## src/rtl/sdram_tester_pkg.sv

```systemverilog
// Shared types and helpers for the SDRAM Avalon pattern tester.
// Holds the run FSM state type, counter widths and the test pattern.
package sdram_tester_pkg;

   typedef enum logic [2:0] {
      IDLE,
      WR,
      RD,
      DRAIN,
      DONE
   } state_t;

   localparam int PEND_W = 4;
   localparam int ERR_W  = 16;

   localparam logic [ERR_W-1:0] ERR_MAX = '1;

   function automatic logic [15:0] pat(
      input logic [15:0] idx,
      input logic [15:0] seed
   );
      return idx ^ seed;
   endfunction

   function automatic int cnt_w(input int n);
      return $clog2(n + 1);
   endfunction

endpackage

```

## src/rtl/sdram_avalon_tester_if.sv

```systemverilog
// Avalon-MM bus between the tester (master) and the SDRAM controller slave.
interface sdram_avalon_tester_if #(
   parameter int ADDR_W = 24,
   parameter int DATA_W = 16
);

   logic [ADDR_W-1:0] avm_address;
   logic              avm_read;
   logic              avm_write;
   logic [DATA_W-1:0] avm_writedata;
   logic [1:0]        avm_byteenable;
   logic              avm_waitrequest;
   logic [DATA_W-1:0] avm_readdata;
   logic              avm_readdatavalid;

   modport master (
      output avm_address,
      output avm_read,
      output avm_write,
      output avm_writedata,
      output avm_byteenable,
      input  avm_waitrequest,
      input  avm_readdata,
      input  avm_readdatavalid
   );

   modport slave (
      input  avm_address,
      input  avm_read,
      input  avm_write,
      input  avm_writedata,
      input  avm_byteenable,
      output avm_waitrequest,
      output avm_readdata,
      output avm_readdatavalid
   );

endinterface

```

## src/rtl/sdram_tester_checker.sv

```systemverilog
// Read-back checker: walks the expected pattern as responses arrive
// and tracks the error count and the first failing word address.
module sdram_tester_checker
   import sdram_tester_pkg::*;
#(
   parameter int ADDR_W    = 24,
   parameter int DATA_W    = 16,
   parameter int BASE      = 0,
   parameter int NUM_WORDS = 1024
) (
   input  logic              clk,
   input  logic              rst_n,
   input  logic              i_clear,
   input  logic [15:0]       i_seed,
   input  logic              i_rdv,
   input  logic [DATA_W-1:0] i_rdata,
   input  logic              i_pend_zero,
   output logic [ERR_W-1:0]  o_err_count,
   output logic [ADDR_W-1:0] o_first_err_addr,
   output logic              o_j_done
);

   localparam int CNT_W = cnt_w(NUM_WORDS);

   logic [CNT_W-1:0]  r_j;
   logic [ERR_W-1:0]  r_err;
   logic [ADDR_W-1:0] r_first;

   logic [DATA_W-1:0] w_expect;
   logic              w_hit;
   logic              w_miss;
   logic              w_bump;

   assign w_expect = DATA_W'(pat(16'(r_j), i_seed));
   assign w_hit    = i_rdv && !i_pend_zero;
   assign w_miss   = w_hit && (i_rdata != w_expect);
   // A response with nothing outstanding is an error but has no word slot
   assign w_bump   = w_miss || (i_rdv && i_pend_zero);

   always_ff @(posedge clk or negedge rst_n) begin
      if (!rst_n) begin
         r_j     <= '0;
         r_err   <= '0;
         r_first <= '0;
      end else if (i_clear) begin
         r_j     <= '0;
         r_err   <= '0;
         r_first <= '0;
      end else begin
         if (w_hit) begin
            r_j <= r_j + CNT_W'(1);
         end
         if (w_bump && (r_err != ERR_MAX)) begin
            r_err <= r_err + ERR_W'(1);
         end
         if (w_miss && (r_err == '0)) begin
            r_first <= ADDR_W'(BASE) + ADDR_W'(r_j);
         end
      end
   end

   assign o_err_count      = r_err;
   assign o_first_err_addr = r_first;
   assign o_j_done         = (r_j == CNT_W'(NUM_WORDS));

endmodule

```

## src/rtl/sdram_avalon_tester.sv

```systemverilog
// SDRAM pattern tester: writes (index ^ seed) over a word range,
// reads it back with pipelined reads and reports pass/fail.
module sdram_avalon_tester
   import sdram_tester_pkg::*;
#(
   parameter int ADDR_W    = 24,
   parameter int DATA_W    = 16,
   parameter int BASE      = 0,
   parameter int NUM_WORDS = 1024,
   parameter int MAX_PEND  = 7
) (
   input  logic                  clk_clk,
   input  logic                  reset_reset_n,
   input  logic                  start,
   input  logic [15:0]           seed,
   output logic                  busy,
   output logic                  done,
   output logic                  pass,
   output logic [ERR_W-1:0]      err_count,
   output logic [ADDR_W-1:0]     first_err_addr,
   sdram_avalon_tester_if.master avm
);

   localparam int CNT_W = cnt_w(NUM_WORDS);

   localparam logic [CNT_W-1:0]  LAST     = CNT_W'(NUM_WORDS - 1);
   localparam logic [ADDR_W-1:0] BASE_A   = ADDR_W'(BASE);
   localparam logic [PEND_W-1:0] PEND_MAX = PEND_W'(MAX_PEND);

   state_t            r_state;
   logic              r_busy;
   logic              r_done;
   logic              r_read;
   logic              r_write;
   logic [ADDR_W-1:0] r_addr;
   logic [DATA_W-1:0] r_wdata;
   logic [CNT_W-1:0]  r_i;
   logic [PEND_W-1:0] r_pend;
   logic [15:0]       r_seed;

   logic              w_start;
   logic              w_wr_acc;
   logic              w_rd_acc;
   logic              w_pend_zero;
   logic              w_rdv_ok;
   logic              w_rd_more;
   logic              w_j_done;
   logic [CNT_W-1:0]  w_i_inc;
   logic [PEND_W-1:0] w_pend_nx;

   assign w_start     = start && !r_busy;
   assign w_wr_acc    = r_write && !avm.avm_waitrequest;
   assign w_rd_acc    = r_read && !avm.avm_waitrequest;
   assign w_pend_zero = (r_pend == '0);
   assign w_rdv_ok    = avm.avm_readdatavalid && !w_pend_zero;
   assign w_i_inc     = r_i + CNT_W'(1);

   assign w_pend_nx = r_pend
                    + PEND_W'(w_rd_acc)
                    - PEND_W'(w_rdv_ok);

   // Looking at next-cycle pend keeps one read per cycle without overshoot
   assign w_rd_more = (w_pend_nx < PEND_MAX);

   always_ff @(posedge clk_clk or negedge reset_reset_n) begin
      if (!reset_reset_n) begin
         r_state <= IDLE;
         r_busy  <= 1'b0;
         r_done  <= 1'b0;
         r_read  <= 1'b0;
         r_write <= 1'b0;
         r_addr  <= '0;
         r_wdata <= '0;
         r_i     <= '0;
         r_pend  <= '0;
         r_seed  <= '0;
      end else begin
         r_pend <= w_pend_nx;
         unique case (r_state)
            IDLE, DONE: begin
               if (w_start) begin
                  r_state <= WR;
                  r_busy  <= 1'b1;
                  r_done  <= 1'b0;
                  r_seed  <= seed;
                  r_i     <= '0;
                  r_write <= 1'b1;
                  r_addr  <= BASE_A;
                  r_wdata <= DATA_W'(pat(16'h0000, seed));
               end
            end
            WR: begin
               if (w_wr_acc) begin
                  if (r_i == LAST) begin
                     r_state <= RD;
                     r_write <= 1'b0;
                     r_read  <= 1'b1;
                     r_addr  <= BASE_A;
                     r_i     <= '0;
                  end else begin
                     r_i     <= w_i_inc;
                     r_addr  <= BASE_A + ADDR_W'(w_i_inc);
                     r_wdata <= DATA_W'(pat(16'(w_i_inc), r_seed));
                  end
               end
            end
            RD: begin
               if (w_rd_acc && (r_i == LAST)) begin
                  r_state <= DRAIN;
                  r_read  <= 1'b0;
               end else begin
                  r_read <= w_rd_more;
                  if (w_rd_acc) begin
                     r_i    <= w_i_inc;
                     r_addr <= BASE_A + ADDR_W'(w_i_inc);
                  end
               end
            end
            DRAIN: begin
               if (w_j_done && w_pend_zero) begin
                  r_state <= DONE;
                  r_busy  <= 1'b0;
                  r_done  <= 1'b1;
               end
            end
            default: r_state <= IDLE;
         endcase
      end
   end

   sdram_tester_checker #(
      .ADDR_W    (ADDR_W),
      .DATA_W    (DATA_W),
      .BASE      (BASE),
      .NUM_WORDS (NUM_WORDS)
   ) u_chk (
      .clk              (clk_clk),
      .rst_n            (reset_reset_n),
      .i_clear          (w_start),
      .i_seed           (r_seed),
      .i_rdv            (avm.avm_readdatavalid),
      .i_rdata          (avm.avm_readdata),
      .i_pend_zero      (w_pend_zero),
      .o_err_count      (err_count),
      .o_first_err_addr (first_err_addr),
      .o_j_done         (w_j_done)
   );

   assign avm.avm_address    = r_addr;
   assign avm.avm_read       = r_read;
   assign avm.avm_write      = r_write;
   assign avm.avm_writedata  = r_wdata;
   assign avm.avm_byteenable = 2'b11;

   assign busy = r_busy;
   assign done = r_done;
   assign pass = r_done && (err_count == '0);

endmodule

```

## src/flat_wrapper.sv

```systemverilog
// flat-port wrapper written by rule: the top's interface ports become plain ports
module sdram_avalon_tester_flat import sdram_tester_pkg::*;
#(
   parameter int ADDR_W    = 24,
   parameter int DATA_W    = 16,
   parameter int BASE      = 0,
   parameter int NUM_WORDS = 1024,
   parameter int MAX_PEND  = 7
)
  (clk_clk, reset_reset_n, start, seed, busy, done, pass, err_count, first_err_addr, avm_avm_address, avm_avm_read, avm_avm_write, avm_avm_writedata, avm_avm_byteenable, avm_avm_waitrequest, avm_avm_readdata, avm_avm_readdatavalid);
  sdram_avalon_tester_if #(.ADDR_W(ADDR_W), .DATA_W(DATA_W)) avm_i ();
  input  logic clk_clk;
  input  logic reset_reset_n;
  input  logic start;
  input  logic [15:0] seed;
  output logic busy;
  output logic done;
  output logic pass;
  output logic [ERR_W-1:0] err_count;
  output logic [ADDR_W-1:0] first_err_addr;
  output wire logic [$bits(avm_i.avm_address)-1:0] avm_avm_address;
  output wire logic [$bits(avm_i.avm_read)-1:0] avm_avm_read;
  output wire logic [$bits(avm_i.avm_write)-1:0] avm_avm_write;
  output wire logic [$bits(avm_i.avm_writedata)-1:0] avm_avm_writedata;
  output wire logic [$bits(avm_i.avm_byteenable)-1:0] avm_avm_byteenable;
  input wire logic [$bits(avm_i.avm_waitrequest)-1:0] avm_avm_waitrequest;
  input wire logic [$bits(avm_i.avm_readdata)-1:0] avm_avm_readdata;
  input wire logic [$bits(avm_i.avm_readdatavalid)-1:0] avm_avm_readdatavalid;
  assign avm_avm_address = avm_i.avm_address;
  assign avm_avm_read = avm_i.avm_read;
  assign avm_avm_write = avm_i.avm_write;
  assign avm_avm_writedata = avm_i.avm_writedata;
  assign avm_avm_byteenable = avm_i.avm_byteenable;
  assign avm_i.avm_waitrequest = avm_avm_waitrequest;
  assign avm_i.avm_readdata = avm_avm_readdata;
  assign avm_i.avm_readdatavalid = avm_avm_readdatavalid;
  sdram_avalon_tester #(.ADDR_W(ADDR_W), .DATA_W(DATA_W), .BASE(BASE), .NUM_WORDS(NUM_WORDS), .MAX_PEND(MAX_PEND)) u_core (.clk_clk(clk_clk), .reset_reset_n(reset_reset_n), .start(start), .seed(seed), .busy(busy), .done(done), .pass(pass), .err_count(err_count), .first_err_addr(first_err_addr), .avm(avm_i));
endmodule
```

## config.mk

```make
export PLATFORM = sky130hd
export DESIGN_NAME = sdram_avalon_tester_flat
export DESIGN_NICKNAME = d
export VERILOG_FILES = /design/src/rtl/sdram_tester_pkg.sv /design/src/rtl/sdram_avalon_tester_if.sv /design/src/rtl/sdram_tester_checker.sv /design/src/rtl/sdram_avalon_tester.sv /design/src/flat_wrapper.sv
export SDC_FILE = /design/constraint.sdc
export NUM_CORES = 1
export LEC_CHECK = 0
export CAP_MARGIN = 0
export CORE_MARGIN = 8
export CORE_UTILIZATION = 30
export DETAILED_ROUTE_END_ITERATION = 10
export MAX_ROUTING_LAYER = met4
export SLEW_MARGIN = 0
export SYNTH_ARGS = -nofsm -noshare
export SYNTH_HDL_FRONTEND = slang
export SYNTH_SLANG_ARGS = --single-unit
```

## constraint.sdc

```tcl
create_clock -name clk_clk -period 3.3 [get_ports clk_clk]
set_input_delay 0.33 -clock clk_clk [delete_from_list [all_inputs] [get_ports clk_clk]]
set_output_delay 0.33 -clock clk_clk [all_outputs]
set_load 0.01 [all_outputs]
```

==> results.toml, run 1 <==
[finish]
final_nets = 684
fin_cells = 867
drive_above_1_share_pct = 8.892
area_growth_pct = 25.60

[place]
hpwlAfterDp_um = 11270
numPortBuffers = 95
place_congestion = 0.8299
place_inst = 850

[setup_path]
start_kind = "flip-flop"
cp.arrival_ns = 3.24
rr_startpoint = "u_core.r_pend[2]"
worstPathRequired_ns = 3.57
critPathMaxFanout = 7
crit_type = "reg2reg"
rr_endpoint = "u_core.avm.avm_read"
r2r_slack_ns = 0.33
rr_worst_depth = 14
worstSetupEndpointType = "flip-flop"

[cts]
cts_tree = "done"
clk_latency_ns = 0.35
path_clk_slew_ns = 0.07
hold_buffers = 0
clockRootBuffer = "clkbuf_16"
clock_path_buffers = 2
postCtsSetupBuffers = 0
postCtsResizedCells = 0
cts_sinks = 92
h-tree-depth = 3
cts_buffers = 9

[timing]
fin_skew_ns = 0.01011
fmax_ghz = 0.3371
fin_crit_ns = 2.966
hold_slack_ns = 0.06100
slew_headroom_pct = 26.02
setup_tns_ns = 0
maxSlewViolCount = 0
rsz0062_at_grt = "false"
hold_viol_final = 0
final.period_utilization_pct = 89.89
worst_pin_slew_ns = 1.108
setup_viol = 0

[global_route]
grt.total_usage_pct = 13.93
grt_busiest_layer = "met2"
grt_pass1_wl_um = 23650
antenna_found_initial = 1
use_met2_pct = 20.81
grt_max_degree = 63
met1_usage_pct = 18.22
grt_pass1_vias = 4208
overflow = 0
met3_usage_pct = 3.081

[power]
finalPower_mw = 3.380
internal_power_mw = 2.314
switching_share_pct = 31.53
seq_power_share_pct = 42.9
clock_power_share_pct = 32.3
power.density_mw_per_mm2 = 503.8
switchingPower_mw = 1.066
irDropWorstVdd_v = 0.0002840
p_leak_nw = 2.967
combinationalPowerShare_pct = 24.8

[routing]
drtIter0Drc = 216
antenna_left = 0
firstDrtPassIters = 5
routed_wl_um = 14980
wl_per_cell_um = 17.27
vias = 4171
drc_errors = 0
viasPerCell = 4.811

[status]
status = "finished clean"

[job]
maxCapViolCount = 0

[floorplan]
fp-row-count = 48
chipWidth_um = 149.4
die_h_um = 149.4
die_area_sq_mm = 0.02233
ioPinCount = 124
initial_core_util_pct = 30.77
core_sq_mm = 0.01736

[synthesis]
ys_ff_latch = 92
yosys_warnings = 0
syn_inst = 550
synthFlopType = "dfrtp_1"
async_flop_share_pct = 100.0
synth_area_sq_mm = 0.005341
synth-edff-count = 0
yosysSeqAreaShare_pct = 43.10
ys_types = 59
postSynthAreaPerCell_sq_um = 9.712

[worst_hold_path]
hp-class = "in2async"
==> final cells by class <==
type	instances	area, sq um
antenna	1	2.502
clock buffer	10	239.0
clock inverter	6	71.32
fill	1713	10650
inverter	16	60.06
multi-input combinational	413	2724
sequential	92	2302
tap	225	281.5
timing repair buffer	104	1028
==> power groups by stage <==
| stage | Sequential, mW | Clock [mW] | Combinational (mW) |
|---|---|---|---|
| floorplan | 1.41 | 0 | 0.552 |
| CTS | 1.45 | 1.12 | 0.847 |
| finish | 1.45 | 1.09 | 0.837 |
| detailed placement | 1.47 | 0 | 0.839 |
| global route | 1.47 | 1.16 | 0.932 |
| global placement | 1.46 | 0 | 0.806 |
==> worst max-delay path by stage <==
| stage | startpoint | end |
|---|---|---|
| 2_1_floorplan | u_core.r_pend[2] | u_core.avm.avm_read |
| 3_3_place_gp | u_core.r_pend[2] | u_core.avm.avm_read |
| 4_1_cts | u_core.r_pend[2] | u_core.avm.avm_read |
| 6_report | u_core.r_pend[2] | u_core.avm.avm_read |
| 5_1_grt | u_core.r_pend[2] | u_core.avm.avm_read |
| 3_5_place_dp | u_core.r_pend[2] | u_core.avm.avm_read |
==> routing by layer <==
metal / wire length (um) / vias to the layer above
met4: 274 / 0
met5: 0 / -
li1: - / 2004
met2: 6832 / 130
met3: 1026 / 17
met1: 6841 / 2020
==> logic make-up after synthesis <==
group	share of synthesized area (%)
AND/OR/NAND/NOR	18.55
XOR/XNOR	10.35
adder cells (fa/ha/maj)	2.717
AO/OA/AOI/OAI	10.61
flip-flops	43.10
buffers and inverters	7.730
multiplexers	6.793
other	0.1406
==> per-stage QoR <==
stage	instance area (sq um)	setup slack [ns]	util, %
5_1_grt	6709	0.1553	38.65
3_3_place_gp	6396	0.4622	36.85
3_5_place_dp	6396	0.3228	36.85
2_1_floorplan	5439	0.5890	-
4_1_cts	6706	0.3002	38.64
6_report	6709	0.3338	38.65
==> synth_stat cells, drive strengths merged (4+ instances only) <==
master	instances	share of area (%)
a21oi	20	1.9
a31o	6	0.98
buf	42	5.6
clkbuf	13	0.96
dfrtp	92	43
ha	10	2.3
inv	15	1.1
mux2	16	3.8
mux2i	16	3.0
nand2	66	4.6
nand2b	10	1.2
nand3	24	2.3
nand4	18	2.1
nor2	41	2.9
nor2b	7	0.82
nor3	6	0.56
nor4	8	1.5
o21ai	45	4.2
o31ai	4	0.56
or3	4	0.47
xnor2	21	3.4
xnor3	9	3.8
xor2	19	3.1
==> flip-flops by register name, indices dropped and copies added, names as in the netlist <==
name	cells
u_core.avm.avm_address	11
u_core.avm.avm_read	1
u_core.avm.avm_write	1
u_core.avm.avm_writedata	16
u_core.busy	1
u_core.done	1
u_core.r_pend	4
u_core.r_seed	16
u_core.r_state	3
u_core.u_chk.o_err_count	16
u_core.u_chk.o_first_err_addr	11
u_core.u_chk.r_j	11
==> critical path, cell delays in order (launching register included) <==
cell and delay (ns):
dfrtp_1 0.37, inv_1 0.07, ha_1 0.14, or3b_1 0.41, nand2_1 0.13, clkinv_1 0.19, ha_1 0.34, inv_1 0.04
ha_1 0.22, fa_1 0.39, xor2_1 0.18, nand3_1 0.08, nand2_1 0.05, o21ai_0 0.16, o2bb2ai_1 0.13
==> cell usage in the layout, fill, tap and decap left out, drive strengths merged, types with 16 or more instances in the layout <==
master and count:
nand4 18, o21ai 45, xnor2 21, a21oi 20
mux2i 16, dfrtp 92, nor2 41, clkdlybuf4s50 94
conb 28, inv 17, mux2 16, nand3 24
nand2 66, xor2 19
No activity file was read; power rests on OpenSTA's default activity.
==> run 2, diff against run 1 <==
- SETUP_SLACK_MARGIN: unset -> 0.4
==> run 2 against run 1 <==
Effect of this change: sequential share of layout area is 0.064 points lower; clock skew down 0.0035 ns; first-iteration DRC count shrank 8.8%; final area increased by 0.19%; combinational power grew 4.2%; power grew 0.80%; setup slack improved by 0.21 ns; critical endpoint unchanged; largest cell class unchanged; highest routed layer unchanged.
==> results.toml, run 2 (same netlist as run 1, synthesis figures left out) <==
[status]
status = "finished clean"

[global_route]
grt_pass1_vias = 4206
grt_max_degree = 63
antenna_found_initial = 1
grt.total_usage_pct = 13.93
grt_pass1_wl_um = 23640
overflow = 0

[cts]
cts_sinks = 92
hold_buffers = 0
clk_latency_ns = 0.34
cts_tree = "done"
clockRootBuffer = "clkbuf_16"
path_clk_slew_ns = 0.07
clock_path_buffers = 2
h-tree-depth = 3
cts_buffers = 9

[floorplan]
initial_core_util_pct = 30.77
die_h_um = 149.4
ioPinCount = 124
core_sq_mm = 0.01736
chipWidth_um = 149.4
fp-row-count = 48
die_area_sq_mm = 0.02233

[setup_path]
critPathMaxStageDelay_ns = 0.40
cp.arrival_ns = 2.99
critPathSlowestCell = "or3b_4"
rr_worst_depth = 14
rr_startpoint = "u_core.r_pend[2]"
crit_chain = "inv_1 > ha_1 > or3b_4 > nand2_1 > inv_4 > ha_1 > inv_1 > ha_1 > fa_1 > xor2_1 > nand3_1 > nand2_1 > o21ai_1 > o2bb2ai_1"
start_kind = "flip-flop"
critPathMaxFanout = 7
worstPathRequired_ns = 3.53
r2r_slack_ns = 0.54
crit_type = "reg2reg"
critPathLaunch = "u_core.r_pend[2]"
worstSetupEndpointType = "flip-flop"
crit_path_frequent_cell = "ha_1"
cp_top_family = "adder cells"
critical_path_buf_inv_count = 3
rr_endpoint = "u_core.avm.avm_read"

[finish]
final_cell_mix = "94 x clkdlybuf4s50_1, 92 x dfrtp_1, 66 x nand2_1"
drive_above_1_share_pct = 9.346
final_nets = 685
fill_cells = 1712
final_common_cell = "clkdlybuf4s50_1"
register_area_sq_mm = 0.002302
multiInputGateArea_sq_mm = 0.002726
area_growth_pct = 25.84

[worst_hold_path]
hp-class = "in2async"

[place]
place_congestion = 0.8299
numPortBuffers = 95
place_ws_ns = 0.3228
hpwlAfterDp_um = 11270

[timing]
worst_pin_slew_ns = 1.100
rsz0062_at_grt = "false"
setup_tns_ns = 0
final.period_utilization_pct = 83.52
slew_headroom_pct = 26.53
fmax_ghz = 0.3628
maxSlewViolCount = 0
fin_ws_ns = 0.5438
hold_viol_final = 0
fin_skew_ns = 0.006624
setup_viol = 0
fin_crit_ns = 2.756

[routing]
routed_wl_um = 14980
drtIter0Drc = 197
vias = 4183
viasPerCell = 4.819
drc_errors = 0
wl_per_cell_um = 17.26
antenna_left = 0
firstDrtPassIters = 4

[power]
seq_power_share_pct = 42.5
clock_power_share_pct = 31.9
p_leak_nw = 2.976
combinationalPowerShare_pct = 25.6
switching_share_pct = 31.26
power.density_mw_per_mm2 = 506.9
switchingPower_mw = 1.065
irDropWorstVdd_v = 0.0002790
internal_power_mw = 2.342

[job]
maxCapViolCount = 0
[run 2: cell types whose count changed in the layout (fill, tap and decap cells not counted), sizes merged]
cell	previous run	this run
inv	17	18
clkinv	3	2
buf	10	11
[run 2: metrics by stage]
stage / utilization, % / std cells / power, mW / hold slack, ns / instance area (sq um)
CTS: 38.66 / 866 / 3.423 / 0.1085 / 6710
global placement: 36.85 / 850 / 2.267 / 0.4652 / 6396
floorplan: - / 576 / 1.961 / 0.03441 / 5439
detailed placement: 36.85 / 850 / 2.309 / 0.4692 / 6396
global route: 38.73 / 868 / 3.609 / 0.1307 / 6721
finish: 38.73 / 868 / 3.407 / 0.06725 / 6721
[run 2: power groups by stage]
| stage | combinational, mW | sequential, mW | clock [mW] |
|---|---|---|---|
| detailed placement | 0.839 | 1.47 | 0 |
| finish | 0.872 | 1.45 | 1.09 |
| floorplan | 0.552 | 1.41 | 0 |
| CTS | 0.851 | 1.45 | 1.12 |
| global route | 0.971 | 1.47 | 1.16 |
| global placement | 0.806 | 1.46 | 0 |
[run 2: timing repair]
action	in CTS	in global routing
setup buffers	0	1
gates resized for setup	2	2
pin swaps	0	1
endpoints found under the setup margin	1	1
[run 2: per-layer routing]
metal / global-route usage [%] / up-vias / share of wire (%) / wire (um)
met3: 3.081 / 16 / 6.7 / 999
met4: 4.947 / 0 / 1.9 / 278
met1: 18.20 / 2030 / 46 / 6834
li1: - / 2009 / - / -
met2: 20.83 / 128 / 46 / 6867
met5: - / - / 0 / 0
[run 2: worst max-delay path by stage]
| stage | endpoint | slack (ns) | cells after the start |
|---|---|---|---|
| 2_1_floorplan | u_core.avm.avm_read | 0.59 | 14 |
| 3_3_place_gp | u_core.avm.avm_read | 0.46 | 14 |
| 3_5_place_dp | u_core.avm.avm_read | 0.32 | 14 |
| 4_1_cts | u_core.avm.avm_read | 0.43 | 14 |
| 5_1_grt | u_core.avm.avm_read | 0.40 | 14 |
| 6_report | u_core.avm.avm_read | 0.54 | 14 |
[run 2: area by class of cell]
type | count | area share (%)
Antenna cell | 1 | 0.03723
Multi-Input combinational cell | 413 | 40.56
Tap cell | 225 | 4.188
Timing Repair Buffer | 105 | 15.41
Clock inverter | 6 | 1.061
Inverter | 16 | 0.9308
Sequential cell | 92 | 34.25
Clock buffer | 10 | 3.555
==> run 3, diff against run 2 <==
- clock period: 3.3 -> 2.7 ns (I/O delays scaled with it)
==> run 3 against run 2 <==
Effect of this change: die area unchanged; first-iteration DRC count increased by 70%; combinational power increased by 69%; power increased by 33%; critical path depth decreased by 1; sequential share of layout area decreased by 1.5 points; largest power group unchanged.
==> results.toml, run 3 (same netlist as run 1, synthesis figures left out) <==
[setup_path]
cp.arrival_ns = 2.80
rr_worst_depth = 13
critPathSlowestCell = "fa_2"
crit_chain = "inv_2 > ha_4 > or3b_4 > nand2_4 > clkinv_4 > ha_4 > inv_2 > ha_4 > fa_2 > nand3_2 > nand2_2 > o21ai_2 > o2bb2ai_1"
crit_path_frequent_cell = "ha_4"
critPathMaxFanout = 2
worstPathRequired_ns = 2.94
worstSetupEndpointType = "flip-flop"
critPathMaxStageDelay_ns = 0.56
crit_type = "reg2reg"
start_kind = "flip-flop"

[worst_hold_path]
hold_depth = 2
hp-class = "reg2reg"

[place]
place_ws_ns = -0.09399
numPortBuffers = 95
place_inst = 855
hpwlAfterDp_um = 11400
place_congestion = 0.8263

[routing]
antenna_left = 0
wl_per_cell_um = 18.06
firstDrtPassIters = 6
routed_wl_um = 16070
drc_errors = 0
drtIter0Drc = 334
vias = 4343
viasPerCell = 4.880

[finish]
final_nets = 708
final_cell_mix = "93 x clkdlybuf4s50_1, 91 x dfrtp_1, 64 x nand2_1"
fin_util_pct = 40.58
antennaDiodeCount = 0
fill_cells = 1704
final_common_cell = "clkdlybuf4s50_1"
drive_above_1_share_pct = 14.89
area_growth_pct = 31.86
fin_cells = 890

[timing]
maxSlewViolCount = 0
final.period_utilization_pct = 94.89
worst_pin_slew_ns = 0.6706
fin_crit_ns = 2.562
rsz0062_at_grt = "true"
fin_skew_ns = 0.008163
fin_ws_ns = 0.1380
hold_slack_ns = 0.4839
setup_viol = 0
fmax_ghz = 0.3903
slew_headroom_pct = 55.29
hold_viol_final = 0

[job]
maxCapViolCount = 0

[cts]
path_clk_slew_ns = 0.07
clockRootBuffer = "clkbuf_16"
cts_buffers = 9
clk_latency_ns = 0.35
h-tree-depth = 3
cts_sinks = 92
cts_tree = "done"
clock_path_buffers = 2

[power]
p_leak_nw = 3.098
power.density_mw_per_mm2 = 645.6
finalPower_mw = 4.547
irDropWorstVdd_v = 0.0004421

[floorplan]
die_area_sq_mm = 0.02233
ioPinCount = 124
core_sq_mm = 0.01736
fp-row-count = 48
die_h_um = 149.4
initial_core_util_pct = 30.77
chipWidth_um = 149.4

[global_route]
overflow = 0
grt_max_degree = 48
antenna_found_initial = 0
grt.total_usage_pct = 14.68
grt_pass1_wl_um = 24720
grt_pass1_vias = 4320

[status]
status = "finished clean"
==> run 3: changes by cell type in the layout (fill, tap and decap cells not counted), sizes merged <==
cell / previous run / this run
clkbuf: 10 / 15
a211oi: 3 / 4
diode: 1 / 0
dlygate4sd2: 0 / 1
buf: 11 / 31
dlygate4sd3: 0 / 1
a21boi: 3 / 4
clkinvlp: 1 / 0
clkinv: 2 / 1
inv: 18 / 15
clkdlybuf4s50: 94 / 93
==> run 3: where the power goes <==
| group | internal [mW] | switching (mW) |
|---|---|---|
| registers | 1.55 | 0.222 |
| logic | 0.801 | 0.670 |
| clock network | 0.771 | 0.535 |
==> run 3: timing repair <==
| item | CTS | global route |
|---|---|---|
| setup buffers | 8 | 8 |
| endpoints found under the setup margin | 36 | 51 |
| endpoints found under the hold margin | 45 | 0 |
| gates cloned | 1 | 1 |
| gates resized for setup | 12 | 14 |
| hold buffers | 1 | 0 |
| pin swaps | 6 | 10 |
==> run 3: final timing paths <==
check | startpoint | to | slack (ns)
setup / recovery | u_core.r_pend[3] | u_core.avm.avm_read | 0.14
hold / removal | u_core.avm.avm_writedata[13] | u_core.avm.avm_writedata[13] | 0.48
setup reg to reg | u_core.r_pend[3] | u_core.avm.avm_read | 0.14
hold reg to reg | u_core.avm.avm_writedata[13] | u_core.avm.avm_writedata[13] | 0.48
max in group asynchronous | reset_reset_n | u_core.avm.avm_address[8] | 1.48
min in group asynchronous | reset_reset_n | u_core.r_seed[9] | 0.49
==> run 3: routing by layer <==
| layer | share of wire [%] | track usage, % | vias to the layer above |
|---|---|---|---|
| met3 | 6.2 | 4.108 | 19 |
| met4 | 1.3 | 3.433 | 0 |
| li1 | - | - | 2062 |
| met5 | 0 | - | - |
| met1 | 45 | 18.80 | 2129 |
| met2 | 47 | 22.57 | 133 |
==> run 3: layout make-up <==
| class | count | area (sq um) | area share, % |
|---|---|---|---|
| Clock inverter | 1 | 30.03 | 0.4264 |
| Clock buffer | 15 | 267.8 | 3.802 |
| Tap cell | 225 | 281.5 | 3.997 |
| Timing Repair Buffer | 126 | 1211 | 17.20 |
| Inverter | 16 | 65.06 | 0.9238 |
| Multi-Input combinational cell | 415 | 2884 | 40.95 |
| Sequential cell | 92 | 2303 | 32.71 |
==> run 3: worst max-delay path, delay by kind of cell, from the launching register on <==
| kind | cells | cell delay, ns |
|---|---|---|
| flip-flops | 1 | 0.38 |
| adder cells (fa/ha/maj) | 4 | 1.10 |
| buffers and inverters | 3 | 0.17 |
| AO/OA/AOI/OAI | 2 | 0.17 |
| AND/OR/NAND/NOR | 4 | 0.65 |
==> run 3: per-stage QoR <==
stage	TNS [ns]	instance area [sq um]
after detailed placement	-0.4567	6466
after global placement	0	6466
after CTS	0	6897
after floorplan	0	5472
final	0	7043
after global routing	0	7043
